$ cat src/rtl/esi_crypt_pkg.sv
// Shared types for the one-time-pad stream path: payload and key/mode structs,
// plus the decryptor key state.
package esi_crypt_pkg;

   localparam int BLOB_W = 256;

   typedef struct packed {
      logic [BLOB_W-1:0] blob;
      logic              encrypted;
   } data_t;

   typedef struct packed {
      logic [BLOB_W-1:0] otp;
      logic              encrypt;
   } cfg_t;

   typedef enum logic {
      NO_KEY = 1'b0,
      KEYED  = 1'b1
   } state_e;

endpackage

$ cat src/rtl/esi_skid_fifo2.sv
// Generic 2-entry registered valid/ready buffer; one transfer per cycle in steady
// state, push_ready depends only on registered occupancy.
module esi_skid_fifo2 #(
   parameter int W = 8
) (
   input  logic         clk,
   input  logic         rstn,
   input  logic         push_valid,
   output logic         push_ready,
   input  logic [W-1:0] push_data,
   output logic         pop_valid,
   input  logic         pop_ready,
   output logic [W-1:0] pop_data
);

   logic [W-1:0] mem [2];
   logic         wr_ptr;
   logic         rd_ptr;
   logic [1:0]   count;
   logic         push;
   logic         pop;

   assign push_ready = (count != 2'd2);
   assign pop_valid  = (count != 2'd0);
   assign push       = push_valid && push_ready;
   assign pop        = pop_valid && pop_ready;
   assign pop_data   = mem[rd_ptr];

   always_ff @(posedge clk or negedge rstn) begin
      if (!rstn) begin
         wr_ptr <= 1'b0;
         rd_ptr <= 1'b0;
         count  <= 2'd0;
      end else begin
         if (push) wr_ptr <= ~wr_ptr;
         if (pop)  rd_ptr <= ~rd_ptr;
         case ({push, pop})
            2'b10:   count <= count + 2'd1;
            2'b01:   count <= count - 2'd1;
            default: count <= count;
         endcase
      end
   end

   // Storage needs no reset: an entry is never read before it is written.
   always_ff @(posedge clk) begin
      if (push) mem[wr_ptr] <= push_data;
   end

endmodule

$ cat src/rtl/esi_stream_decryptor.sv
// Receive side of the one-time-pad path: XORs flagged structs with the loaded pad,
// buffers results in a 2-entry FIFO and counts decrypted / passed-through structs.
//
//   state  | meaning
//   NO_KEY | no pad loaded yet; input is held off
//   KEYED  | pad and mode loaded; normal streaming
module esi_stream_decryptor #(
   parameter int BLOB_W = esi_crypt_pkg::BLOB_W,
   parameter int CNT_W  = 16
) (
   input  logic                 clk,
   input  logic                 rstn,
   input  logic                 in_valid,
   output logic                 in_ready,
   input  esi_crypt_pkg::data_t in_data,
   input  logic                 cfg_valid,
   output logic                 cfg_ready,
   input  esi_crypt_pkg::cfg_t  cfg_data,
   output logic                 out_valid,
   input  logic                 out_ready,
   output esi_crypt_pkg::data_t out_data,
   output logic [CNT_W-1:0]     decCount,
   output logic [CNT_W-1:0]     passCount
);
   import esi_crypt_pkg::*;

   state_e            state;
   state_e            state_nx;
   logic [BLOB_W-1:0] otp;
   logic              mode_enc;
   logic              cfg_hs;
   logic              in_hs;
   logic              do_dec;
   logic              fifo_ready;
   data_t             xformed;

   always_ff @(posedge clk or negedge rstn) begin
      if (!rstn) state <= NO_KEY;
      else       state <= state_nx;
   end

   always_comb begin
      state_nx  = state;
      cfg_ready = !out_valid;
      cfg_hs    = cfg_valid && cfg_ready;
      in_ready  = 1'b0;
      case (state)
         NO_KEY: if (cfg_hs) state_nx = KEYED;
         KEYED:  in_ready = fifo_ready && !cfg_hs;
         default: state_nx = NO_KEY;
      endcase
   end

   assign in_hs = in_valid && in_ready;

   // Key registers are only meaningful once KEYED, so they carry no reset.
   always_ff @(posedge clk) begin
      if (cfg_hs) begin
         otp      <= cfg_data.otp;
         mode_enc <= cfg_data.encrypt;
      end
   end

   always_comb begin
      xformed = in_data;
      do_dec  = mode_enc && in_data.encrypted;
      if (do_dec) begin
         xformed.blob      = in_data.blob ^ otp;
         xformed.encrypted = 1'b0;
      end
   end

   always_ff @(posedge clk or negedge rstn) begin
      if (!rstn) begin
         decCount  <= '0;
         passCount <= '0;
      end else if (in_hs) begin
         if (do_dec) decCount  <= decCount + CNT_W'(1);
         else        passCount <= passCount + CNT_W'(1);
      end
   end

   esi_skid_fifo2 #(
      .W($bits(data_t))
   ) u_fifo (
      .clk        (clk),
      .rstn       (rstn),
      .push_valid (in_hs),
      .push_ready (fifo_ready),
      .push_data  (xformed),
      .pop_valid  (out_valid),
      .pop_ready  (out_ready),
      .pop_data   (out_data)
   );

endmodule
$ cat config.mk
export PLATFORM = sky130hd
export DESIGN_NAME = esi_stream_decryptor
export DESIGN_NICKNAME = d
export VERILOG_FILES = /design/src/rtl/esi_crypt_pkg.sv /design/src/rtl/esi_skid_fifo2.sv /design/src/rtl/esi_stream_decryptor.sv
export SDC_FILE = /design/constraint.sdc
export NUM_CORES = 1
export LEC_CHECK = 0
export BUFFER_PORTS_ARGS = -buffer_cell sky130_fd_sc_hd__buf_2
export CORE_AREA = 2 2 316 318
export CTS_CLUSTER_SIZE = 28
export DETAILED_ROUTE_END_ITERATION = 6
export DIE_AREA = 0 0 318 320
export HOLD_SLACK_MARGIN = 0.08
export PLACE_DENSITY = 0.58
export SLEW_MARGIN = 0
export SYNTH_ARGS = -nofsm -noshare
export SYNTH_HDL_FRONTEND = slang
export SYNTH_SLANG_ARGS = --single-unit
$ cat constraint.sdc
create_clock -name clk -period 27.4 [get_ports clk]
set_input_delay 2.74 -clock clk [delete_from_list [all_inputs] [get_ports clk]]
set_output_delay 2.74 -clock clk [all_outputs]
set_load 0.01 [all_outputs]
==> summary.txt <==
Outcome
  – Status: complete, no violations

Synthesis
  – Seq/Total Area, Yosys: 77.05%
  – Syn. warnings: 0
  – Top cells by area, synth: edfxtp_1 74%, mux2_2 9.3%, xnor2_1 7.7%
  – Main synth FF type: edfxtp_1
  – Number of flops mapped to enable cells by yosys: 771
  – Distinct cells, synth: 30
  – Synth area leader: edfxtp_1
  – Syn Nets: 2268
  – Area share of the largest cell type after synthesis: 74.09%
  – Number of synthesized register bits: 808
  – Mean Syn Cell Area: 17.90 um2
  – Post-Syn Area: 31250 um2
  – Post-synth ARST share: 4.579%
  – Cells after synthesis: 1746

STA
  – Worst-margin pin slew: 1.107 ns
  – Fin Clk Skew: 0.01625 ns
  – RSZ-0062 raised after global routing: no
  – Fin. Hold Viols: 0
  – Final setup TNS: 0 ns
  – Slew margin rel.: 26.21%
  – Fmax: 161.5 MHz
  – Final setup vio count: 0
  – Final period util: 22.59%
  – Clock period minus final worst setup slack: 6.191 ns
  – Final Max Slew Viols: 0

Clock tree
  – Post-CTS Resized: 0
  – Setup bufs post-CTS: 0
  – Clock tree buffer depth: 3
  – Clock H-tree levels: 3
  – Cts bufs inserted: 90
  – CTS root buf: clkbuf_16
  – Clock sink total: 808
  – Hold-fix buffer count after cts: 0
  – Clock slew at reported path FFs: 0.05 ns
  – CTS tree: yes
  – Worst-Skew Late Latency: 0.65 ns

Placed design
  – Detailed-placement wirelength estimate: 56990 um
  – Post-Place Cell Area: 36830 um2
  – RePlAce Congestion: 0.8200
  – I/O Buffers: 810

Min path
  – Hold path start: decCount[15]$_DFFE_PN0P_
  – Sink of the worst hold path: decCount[15]$_DFFE_PN0P_
  – Hold Path Class: register to register
  – Hold path depth: 1

Critical path
  – WS Path Type: input pin to output pin
  – Worst reg2reg setup slack: 23.50 ns
  – Worst reg2reg path endpoint: u_fifo.mem[0][61]$_DFFE_PP_
  – Data required time at the worst endpoint: 24.66 ns
  – Reg2Reg Launch Point: u_fifo.count[1]$_DFFE_PN0P_
  – CP Launch Type: input pin
  – FF-to-FF path depth: 6
  – CP endpoint kind: output pin
  – Crit path DAT: 3.45 ns
  – Worst-path fanout max: 8

Floorplanning
  – Die height: 320 um
  – Io pins: 811
  – Initial core utilization: 31.89%
  – Die W: 318 um
  – Row count: 115
  – Core area: 97990 um2
  – DIE AREA: 101800 um2

Power and ir drop
  – Leak pwr: 0.01463 uW
  – Worst vdd ir: 0.05727 mV
  – Reg power frac: 45.0%
  – Cell Pwr Density: 98.89 nW/um2
  – Cell Int Power: 2771 uW
  – Combinational power share: 24.9%
  – Net switching power: 1159 uW
  – Part of the power in the clock network: 30.1%
  – Switching Fraction: 29.49%

Final layout
  – Fin area: 39740 um2
  – Final nets: 3127
  – Most frequent cells in the layout: 810 x buf_2, 771 x edfxtp_1, 276 x xnor2_1, 265 x nand2_1, 259 x mux2_2
  – Layout area overhead: 27.16%
  – Layout cell share with drive strength beyond 1: 46.15%
  – Leading cell type in the layout, fill and taps excluded: buf_2

Route
  – Vias/cell: 4.443
  – Routed WL: 80850 um
  – 1st-iter DRT viols: 1096
  – Antenna viol nets, final: 0
  – TritonRoute pass-1 iters: 4
  – Routed len/inst: 20.34 um
  – DRC: 0
  – Vias: 17660

Global route
  – Initial antenna violation count: 32
  – Grt ovf: 0
  – Largest net degree at the start of global routing: 72
  – GRT Resource Usage Total: 15.51%
  – First-pass GRT wire length: 117300 um
  – Vias in the first global route: 18999

Job
  – Maxcap violations: 0
-- synth_stat cells (all sizes together) (4+ instances only) --
library cell    n
buf             7
xnor2         276
and4            5
dfrtp          37
nand3           8
nor3           10
nand4           7
inv             6
and3            4
clkbuf         54
nand2         265
nor2            6
mux2          259
edfxtp        771
xor2           15
-- per-stage QoR --
step | util (%) | std cells | setup slack (ns) | power, uW | hold WS (ns)
floorplan | - | 1746 | 12.50 | 2426 | 0.4608
global placement | 37.59 | 3800 | 21.02 | 2780 | 0.4569
detailed placement | 37.59 | 3800 | 21.00 | 2801 | 0.4617
CTS | 40.53 | 3965 | 21.13 | 4000 | 0.4740
global route | 40.54 | 3970 | 21.07 | 4116 | 0.5053
finish | 40.55 | 3975 | 21.21 | 3929 | 0.4706
-- kinds of logic (layout without fill, tap and decap cells) --
family	after synthesis	count (layout)	share of synthesized area, %
multiplexers	259	259	9.333
adder cells (fa/ha/maj)	3	3	0.1201
AND/OR/NAND/NOR	317	317	4.444
other	0	10	0
flip-flops	808	808	77.05
buffers and inverters	67	999	0.8448
XOR/XNOR	291	291	8.156
AO/OA/AOI/OAI	1	1	0.05206
-- power groups by stage --
stage	logic, uW	registers [uW]	clock network, uW
after floorplan	577	1850	0
after global placement	995	1790	0
after detailed placement	1000	1800	0
after CTS	1010	1770	1220
after global routing	1050	1790	1270
final	979	1770	1180
-- state kept, by name, summed over array words and instances (netlist names) --
signal	count
u_fifo.mem	514
otp	256
decCount	16
passCount	16
u_fifo.count	2
mode_enc	1
state	1
u_fifo.rd_ptr	1
u_fifo.wr_ptr	1
-- worst max path at each step --
stage                         startpoint                           to  slack [ns]
5_1_grt        u_fifo.rd_ptr$_DFFE_PN0P_                 out_data[89]       21.07
3_3_place_gp                   cfg_valid  u_fifo.mem[0][51]$_DFFE_PP_       21.02
4_1_cts        u_fifo.rd_ptr$_DFFE_PN0P_                  out_data[5]       21.13
3_5_place_dp                   cfg_valid   u_fifo.mem[0][5]$_DFFE_PP_       21.00
2_1_floorplan                  cfg_valid   u_fifo.mem[0][0]$_DFFE_PP_       12.50
6_report                       cfg_valid                     in_ready       21.21
-- cell type report --
class	instances	area [um2]
Clock buffer	110	2370
Timing Repair Buffer	828	4189
Sequential cell	808	24080
Antenna cell	10	25.02
Tap cell	1287	1610
Clock inverter	55	513.0
Multi-Input combinational cell	871	6925
Fill cell	9001	58250
Inverter	6	22.52
-- critical path: stages --
cell	delay [ns]
buf_2	0.12
o21ba_4	0.23
nor2b_1	0.19
buf_2	0.17
-- metal layers --
layer	vias up	share of wire [%]	GRT usage, %
li1	8132	-	-
met1	8586	37	16.89
met2	719	51	27.23
met3	183	8.1	5.319
met4	40	3.6	6.995
met5	-	0.32	0
No activity file was read; power rests on OpenSTA's default activity.
